## config.mk

```make
export PLATFORM = sky130hd
export DESIGN_NAME = word_line_sequencer
export DESIGN_NICKNAME = d
export VERILOG_FILES = /design/src/rtl/word_line_sequencer_pkg.sv /design/src/rtl/word_line_sequencer_decoder.sv /design/src/rtl/word_line_sequencer.sv
export SDC_FILE = /design/constraint.sdc
export NUM_CORES = 1
export LEC_CHECK = 0
export CORE_ASPECT_RATIO = 1.2
export CORE_MARGIN = 4
export CORE_UTILIZATION = 40
export DETAILED_ROUTE_END_ITERATION = 6
export GPL_ROUTABILITY_DRIVEN = 0
export GPL_TIMING_DRIVEN = 0
export HOLD_SLACK_MARGIN = 0.02
export MAX_ROUTING_LAYER = met4
export PLACE_DENSITY = 0.78
export SLEW_MARGIN = 0
export SYNTH_ARGS = -nofsm -noshare
export SYNTH_HDL_FRONTEND = slang
export SYNTH_SLANG_ARGS = --single-unit
```

## constraint.sdc

```tcl
create_clock -name clk -period 3.6 [get_ports clk]
set_input_delay 0.36 -clock clk [delete_from_list [all_inputs] [get_ports clk]]
set_output_delay 0.36 -clock clk [all_outputs]
set_load 0.02 [all_outputs]
```

## src/rtl/word_line_sequencer_pkg.sv

```systemverilog
// Shared definitions for the word-line sequencer: default geometry and the
// sequencer state encoding.
package word_line_sequencer_pkg;

    localparam int ADDR_W_DEFAULT = 3;
    localparam int LEN_W_DEFAULT  = 3;

    typedef enum logic [1:0] {
        ST_IDLE   = 2'd0,
        ST_SETUP  = 2'd1,
        ST_STROBE = 2'd2,
        ST_DONE   = 2'd3
    } wls_state_e;

    // True in the states where a word line is being driven.
    function automatic logic is_addr_phase(input wls_state_e st);
        return (st == ST_SETUP) || (st == ST_STROBE);
    endfunction

endpackage

```

## src/rtl/word_line_sequencer_decoder.sv

```systemverilog
// Purely combinational address-to-one-hot decoder with an enable; the
// enable must come from registered state so the result can feed a flop.
module addr_onehot_decoder
    import word_line_sequencer_pkg::*;
#(
    parameter  int ADDR_W = ADDR_W_DEFAULT,
    localparam int N_OUT  = 2**ADDR_W
) (
    input  logic [ADDR_W-1:0] addr_i,
    input  logic              en_i,
    output logic [N_OUT-1:0]  onehot_o
);

    // One bit per address value; all zero while disabled.
    always_comb begin
        onehot_o = '0;
        if (en_i) begin
            onehot_o[addr_i] = 1'b1;
        end else begin
            onehot_o = '0;
        end
    end

endmodule

```

## src/rtl/word_line_sequencer.sv

```systemverilog
// Burst word-line sequencer: per word, an address setup cycle followed by a
// single read or write strobe cycle, with wrap-around, abort and a done pulse.
// All outputs are flops loaded from the current registered state, so they
// trail the state register by one cycle.
module word_line_sequencer
    import word_line_sequencer_pkg::*;
#(
    parameter  int ADDR_W  = ADDR_W_DEFAULT,
    parameter  int LEN_W   = LEN_W_DEFAULT,
    localparam int N_WORDS = 2**ADDR_W
) (
    input  logic               clk,
    input  logic               rst_n,
    input  logic               sel,
    input  logic               req,
    input  logic               write,
    input  logic [ADDR_W-1:0]  start_addr,
    input  logic [LEN_W-1:0]   burst_len,
    input  logic               abort,
    output logic               busy,
    output logic [N_WORDS-1:0] S,
    output logic               we,
    output logic               re,
    output logic [ADDR_W-1:0]  cur_addr,
    output logic               done
);

    localparam logic [ADDR_W-1:0] ADDR_ONE = ADDR_W'(1);
    localparam logic [LEN_W-1:0]  LEN_ONE  = LEN_W'(1);

    wls_state_e          state_q, state_d;
    logic [ADDR_W-1:0]   addr_q, addr_d;
    logic [LEN_W-1:0]    rem_q, rem_d;
    logic                wr_q, wr_d;

    logic [N_WORDS-1:0]  s_q, s_d;
    logic                we_q, we_d;
    logic                re_q, re_d;
    logic                busy_q, busy_d;
    logic                done_q, done_d;
    logic [ADDR_W-1:0]   cur_addr_q, cur_addr_d;
    logic                sel_en_s;

    // Next-state logic: accept in IDLE, alternate SETUP/STROBE per word, abort to IDLE.
    always_comb begin
        state_d = state_q;
        addr_d  = addr_q;
        rem_d   = rem_q;
        wr_d    = wr_q;
        case (state_q)
            ST_IDLE: begin
                if (sel && req) begin
                    addr_d  = start_addr;
                    rem_d   = burst_len;
                    wr_d    = write;
                    state_d = ST_SETUP;
                end else begin
                    state_d = ST_IDLE;
                end
            end
            ST_SETUP: begin
                if (abort) begin
                    state_d = ST_IDLE;
                end else begin
                    state_d = ST_STROBE;
                end
            end
            ST_STROBE: begin
                if (abort) begin
                    state_d = ST_IDLE;
                end else if (rem_q == '0) begin
                    state_d = ST_DONE;
                end else begin
                    addr_d  = addr_q + ADDR_ONE;
                    rem_d   = rem_q - LEN_ONE;
                    state_d = ST_SETUP;
                end
            end
            ST_DONE: begin
                state_d = ST_IDLE;
            end
            default: begin
                state_d = ST_IDLE;
            end
        endcase
    end

    // Output next values from registered state; abort suppresses anything not yet visible.
    always_comb begin
        sel_en_s   = 1'b0;
        we_d       = 1'b0;
        re_d       = 1'b0;
        busy_d     = 1'b0;
        done_d     = 1'b0;
        cur_addr_d = addr_q;
        if (!abort) begin
            sel_en_s = is_addr_phase(state_q);
            we_d     = (state_q == ST_STROBE) && wr_q;
            re_d     = (state_q == ST_STROBE) && !wr_q;
            busy_d   = (state_q != ST_IDLE);
            done_d   = (state_q == ST_DONE);
        end else begin
            sel_en_s = 1'b0;
        end
    end

    addr_onehot_decoder #(
        .ADDR_W (ADDR_W)
    ) u_decoder (
        .addr_i   (addr_q),
        .en_i     (sel_en_s),
        .onehot_o (s_d)
    );

    // State and output registers, cleared asynchronously.
    always_ff @(posedge clk or negedge rst_n) begin
        if (!rst_n) begin
            state_q    <= ST_IDLE;
            addr_q     <= '0;
            rem_q      <= '0;
            wr_q       <= 1'b0;
            s_q        <= '0;
            we_q       <= 1'b0;
            re_q       <= 1'b0;
            busy_q     <= 1'b0;
            done_q     <= 1'b0;
            cur_addr_q <= '0;
        end else begin
            state_q    <= state_d;
            addr_q     <= addr_d;
            rem_q      <= rem_d;
            wr_q       <= wr_d;
            s_q        <= s_d;
            we_q       <= we_d;
            re_q       <= re_d;
            busy_q     <= busy_d;
            done_q     <= done_d;
            cur_addr_q <= cur_addr_d;
        end
    end

    assign S        = s_q;
    assign we       = we_q;
    assign re       = re_q;
    assign busy     = busy_q;
    assign done     = done_q;
    assign cur_addr = cur_addr_q;

endmodule
```

==> results of run 1 <==
cell usage after synthesis, drive strengths merged:
library cell / number / area share, %
a21bo: 1 / 0.89
a21o: 1 / 0.67
a21oi: 3 / 1.3
a221o: 1 / 0.89
a22o: 2 / 1.6
a31oi: 1 / 0.56
a41oi: 2 / 1.6
buf: 3 / 1.9
clkbuf: 1 / 0.33
dfrtp: 24 / 54
ha: 7 / 7.8
inv: 8 / 2.7
mux2: 1 / 1.0
nand2: 1 / 0.33
nand2b: 3 / 1.7
nand3: 2 / 1.3
nand3b: 1 / 0.67
nand4: 1 / 0.56
nand4bb: 1 / 1.0
nor2: 13 / 5.0
nor2b: 2 / 1.8
nor3: 6 / 2.7
nor4: 2 / 1.1
o21a: 1 / 1.3
o21ai: 4 / 1.8
o21ba: 1 / 1.5
o22a: 3 / 2.3
o22ai: 1 / 0.56
o31a: 1 / 0.78
or3b: 1 / 0.78
per-layer routing:
metal  vias up  track usage, %
met2        27            22.4
li1        407               -
met5         -               -
met1       395            12.6
met3         5            1.76
met4         0            8.01
how the worst max path moves through the flow:
| stage | to | slack (ns) | cells past startpoint | startpoint |
|---|---|---|---|---|
| 6_report | we | 1.97 | 1 | we$_DFF_PN0_ |
| 5_1_grt | we | 1.91 | 1 | we$_DFF_PN0_ |
| 4_1_cts | we | 1.94 | 1 | we$_DFF_PN0_ |
| 3_5_place_dp | addr_q[2]$_DFFE_PN0P_ | 1.90 | 5 | abort |
| 3_3_place_gp | addr_q[2]$_DFFE_PN0P_ | 1.91 | 5 | abort |
| 2_1_floorplan | rem_q[1]$_DFFE_PN0P_ | 2.17 | 6 | state_q[0]$_DFF_PN0_ |
area by class of cell:
| type | instances | area share [%] |
|---|---|---|
| buffer | 4 | 1.72 |
| clock buffer | 4 | 2.49 |
| inverter | 8 | 2.06 |
| multi-input combinational | 63 | 31.9 |
| sequential | 24 | 41.2 |
| tap | 33 | 2.83 |
| timing repair buffer | 26 | 17.8 |
power by group through the flow:
stage	combinational [mW]	sequential (mW)	clock, mW
after global placement	0.134	0.318	0
after floorplan	0.0737	0.328	0
final	0.137	0.314	0.140
after global routing	0.152	0.319	0.154
after CTS	0.139	0.315	0.146
after detailed placement	0.138	0.320	0
state kept, by name (all words and copies together), names as in the netlist:
name,flops
S,8
addr_q,3
cur_addr,3
rem_q,3
state_q,2
busy,1
done,1
re,1
we,1
wr_q,1
logic make-up (layout without fill, tap and decap cells):
group / count (synthesis) / after routing / synth area share, %
AO/OA/AOI/OAI: 22 / 22 / 15.7
AND/OR/NAND/NOR: 33 / 33 / 17.0
multiplexers: 1 / 1 / 1.00
adder cells (fa/ha/maj): 7 / 7 / 7.81
flip-flops: 24 / 24 / 53.6
buffers and inverters: 12 / 42 / 4.91
placed cells by master, fill, tap and decap left out:
cell type and instances:
a21bo_2 1, a21o_1 1, a21oi_1 3, a221o_1 1, a22o_1 2, a31oi_1 1
a41oi_1 2, buf_2 2, buf_6 1, clkbuf_1 1, clkbuf_4 3, clkbuf_8 1
clkdlybuf4s50_1 26, dfrtp_1 24, ha_1 7, inv_1 7, inv_2 1, mux2_1 1
nand2_1 1, nand2b_1 3, nand3_1 1, nand3_2 1, nand3b_1 1, nand4_1 1
nand4bb_1 1, nor2_1 12, nor2_4 1, nor2b_1 1, nor2b_4 1, nor3_1 6
nor4_1 2, o21a_4 1, o21ai_0 2, o21ai_1 2, o21ba_4 1, o22a_1 3
o22ai_1 1, o31a_1 1, or3b_1 1
==> out/qor.yml, run 1 <==
die-area_um2: 3720
rsz0062_at_grt: "false"
rrSetupSlack_ns: 2.06
wl_met2_um: 1040
post_cts_buffers: 0
grt_max_degree: 25
grt_pass1_vias: 791
port_buffers: 26
crit_slowest_cell: "clkdlybuf4s50_1"
syn_area_um2: 1120
critPathMaxFanout: 1
cts_made_buffers: 3
setup_violations: 0
clk_latency_ns: 0.32
placed_cells: 158
cts_resized: 0
syn-num-nets: 118
period_share_pct: 45.3
nFillCells: 240
clock_path_buffers: 2
final-hold-violation-count: 0
ff2ff_path_depth: 7
yosysUniqueCellTypes: 36
p_leak_nw: 0.636
top_layer_used: "met4"
nNetsFinal: 149
path_class: "reg2out"
cp_top_family: "buffers and inverters"
post-route-drc-count: 0
crit_buf_inv: 1
yosysSeqAreaShare_pct: 53.6
drv_cap: 0
syn_to_final_growth_pct: 30.1
slowest_delay_ns: 0.60
fp.dieH_um: 66.0
max_freq_ghz: 0.613
dp_hpwl_um: 1520
final_util_pct: 56.1
ant_nets: 0
htreeDepth: 1
track_usage_pct: 12.4
required_ns: 3.24
multi_input_area_um2: 465
setup.worst_path.start_class: "flop"
path_cells: "clkdlybuf4s50_1"
fp.dieW_um: 56.3
peakVddDrop_mv: 0.222
hp-class: "reg2reg"
final_cell_area_um2: 1460
wl_met3_um: 126
clk_pin_slew_ns: 0.12
worst_slack_ns: 1.97
synth_cells: 99
grt_pass1_wl_um: 3450
pwr-share-comb_pct: 23.1
place_ws_ns: 1.90
p_seq_share_pct: 53.1
io_pins: 27
r2r-start: "state_q[1]$_DFF_PN0_"
min_to: "cur_addr[0]$_DFF_PN0_"
drv_slew: 0
final-seq-area_um2: 601
relSlewSlack_pct: 31.7
hold-path-cell-count: 0
finalCriticalPeriod_ns: 1.63
power_frac_clock_pct: 23.7
diodes: 0
holdWs_ns: 0.433
drtPass1Iterations: 4
internal-power_mw: 0.423
p_per_area_nw_per_um2: 406
syn-mean-instance-area_um2: 11.3
rows: 20
fin_setup_tns_ns: 0
root_buffer: "clkbuf_4"
cts.sink_count: 24
fin_skew_ns: 0.00344
reg2reg_to: "rem_q[2]$_DFFE_PN0P_"
ctsHoldBuffers: 0
endpoint_kind: "output port"
routed-via-count: 834
final_cell_count_no_fill: 162
status: "finished, final reports clean"
finalPower_mw: 0.592
initial_utilization_pct: 43.1
p_sw_share_pct: 28.5
wl_um: 2010
dr.first_iter.drc_count: 21
drive_gt1_share_pct: 10.9
hp-start: "addr_q[0]$_DFFE_PN0P_"
p_switching_mw: 0.168
vias_per_cell: 5.15
dpl_cell_area_um2: 1420
antenna_found_initial: 0
grt_overflow_total: 0
cts_tree: "done"
core_area_um2: 2600
ys_ff_latch: 24
yosys_warnings: 0
cp.arrival_ns: 1.27
post_drt_wl_per_cell_um: 12.4
wl_met1_um: 779
worst_slew_pin_slew_ns: 1.02
No activity file was read; power rests on OpenSTA's default activity.
==> run 2, diff against run 1 <==
==> constraint.sdc (replaced) <==
create_clock -name clk -period 1.6 [get_ports clk]
set_input_delay 0.16 -clock clk [delete_from_list [all_inputs] [get_ports clk]]
set_output_delay 0.16 -clock clk [all_outputs]
set_load 0.02 [all_outputs]
==> run 2 against run 1 <==
Critical path depth up 6. Non-clock buffer count is 3 higher. Utilization increased by 0.87 points. Clock-buffer cell count did not move. Largest cell class unchanged. Combinational power is 130% higher. Final area is 1.5% higher. Worst setup slack got worse by 1.9 ns. Hold slack got worse by 0.050 ns.
==> out/qor.yml, run 2 (same netlist as run 1, synthesis figures left out) <==
grt_pass1_wl_um: 3450  # unchanged
clk_pin_slew_ns: 0.12  # about the same
dp_hpwl_um: 1520  # unchanged
slowest_delay_ns: 0.39  # was 0.60 ns
wl_um: 2050  # was 2010 um
fin_setup_tns_ns: 0  # unchanged
p_leak_nw: 0.651  # was 0.636 nW
clock_path_buffers: 2  # unchanged
clk_latency_ns: 0.32  # about the same
routed-via-count: 848  # was 834
drtPass1Iterations: 4  # unchanged
multi_input_area_um2: 465  # unchanged
ant_nets: 0  # unchanged
dr.first_iter.drc_count: 18  # was 21
vias_per_cell: 5.14  # was 5.15
track_usage_pct: 12.4  # unchanged
cp_top_family: "compound AO/OA/AOI/OAI gates"  # was buffers and inverters
fp.dieH_um: 66.0  # unchanged
nNetsFinal: 152  # was 149
hp-class: "in2async"  # was reg2reg
fin_skew_ns: 0.00581  # was 0.00344 ns
endpoint_kind: "flop"  # was output port
cp.arrival_ns: 1.74  # was 1.27 ns
post-route-drc-count: 0  # unchanged
period_share_pct: 94.9
finalPower_mw: 1.34  # was 0.592 mW
initial_utilization_pct: 43.1  # unchanged
relSlewSlack_pct: 31.0  # was 31.7%
required_ns: 1.82  # was 3.24 ns
post_cts_buffers: 0  # unchanged
final-seq-area_um2: 601  # unchanged
path_cells: "inv_1, ha_1, buf_6, nand3_2, o21a_4, o21ba_4, a22o_1"  # was clkdlybuf4s50_1
diodes: 0  # unchanged
grt_pass1_vias: 791  # unchanged
ctsHoldBuffers: 0  # unchanged
setup.worst_path.start_class: "flop"  # unchanged
rows: 20  # unchanged
max_freq_ghz: 0.659
cts_resized: 0  # unchanged
post_drt_wl_per_cell_um: 12.4  # about the same
drv_cap: 0  # unchanged
grt_max_degree: 25  # unchanged
worst_slew_pin_slew_ns: 1.03  # was 1.02 ns
finalCriticalPeriod_ns: 1.52
crit_slowest_cell: "dfrtp_1"  # was clkdlybuf4s50_1
grt_overflow_total: 0  # unchanged
fp.dieW_um: 56.3  # unchanged
cts.sink_count: 24  # unchanged
largest_reg_flops: 8  # unchanged
path_class: "reg2reg"  # was reg2out
antenna_found_initial: 0  # unchanged
cts_tree: "done"  # unchanged
syn_to_final_growth_pct: 32.1  # was 30.1%
setup_violations: 0  # unchanged
port_buffers: 26  # unchanged
p_per_area_nw_per_um2: 902  # was 406 nW/um^2
root_buffer: "clkbuf_4"  # unchanged
final_cell_mix: "clkdlybuf4s50_1 (26), dfrtp_1 (24), nor2_1 (12)"  # unchanged
io_pins: 27  # unchanged
core_area_um2: 2600  # unchanged
critPathMaxFanout: 10  # was 1
drv_slew: 0  # unchanged
drive_gt1_share_pct: 12.9  # was 10.9%
nFillCells: 238  # was 240
rrSetupSlack_ns: 0.08  # was 2.06 ns
htreeDepth: 1  # unchanged
final_util_pct: 56.9  # was 56.1%
cts_made_buffers: 3  # unchanged
status: "finished, final reports clean"  # unchanged
die-area_um2: 3720  # unchanged
final-hold-violation-count: 0  # unchanged
crit_buf_inv: 2  # was 1
final_common_cell: "clkdlybuf4s50_1"  # unchanged
peakVddDrop_mv: 0.503  # was 0.222 mV
[run 2: path summary, 6_finish.rpt]
kind                                             from               endpoint  depth (start not counted)
worst max-delay path             state_q[1]$_DFF_PN0_   rem_q[2]$_DFFE_PN0P_                          7
worst min-delay path                            rst_n           re$_DFF_PN0_                          1
worst max register to register   state_q[1]$_DFF_PN0_   rem_q[2]$_DFFE_PN0P_                          7
worst min register to register  addr_q[0]$_DFFE_PN0P_  cur_addr[0]$_DFF_PN0_                          0
max in group asynchronous                       rst_n         S[5]$_DFF_PN0_                          1
min in group clk                addr_q[0]$_DFFE_PN0P_  cur_addr[0]$_DFF_PN0_                          0
[run 2: layout make-up]
class,count,area share (%)
plain buffers,4,1.69
repair buffers,29,19.1
inverters,8,2.03
clock buffers,4,2.45
well taps,33,2.79
flip-flops and latches,24,40.5
multi-input cells,63,31.4
[run 2: report_power, final]
part           switching, mW  total [mW]  internal [mW]
Combinational          0.159       0.314          0.155
Clock                  0.176       0.315          0.139
Sequential            0.0453       0.708          0.662
Total                  0.380        1.34          0.956
[run 2: per-layer routing]
metal	part of all wire, %	global-route usage (%)	routed length, um	vias to the layer above
met4	2.7	8.01	56	0
met3	5.8	1.76	119	5
met1	40	12.6	816	399
met5	0	-	0	-
li1	-	-	-	417
met2	52	22.4	1060	27
[run 2: stage by stage]
step	cells	worst slack, ns	hold slack, ns	instance area [um^2]
after global placement	158	0.0997	0.397	1420
after detailed placement	158	0.0802	0.411	1420
final	165	0.0815	0.383	1480
after CTS	162	0.0537	0.418	1460
after global routing	165	-0.00105	0.434	1480
after floorplan	99	0.171	-0.136	1120
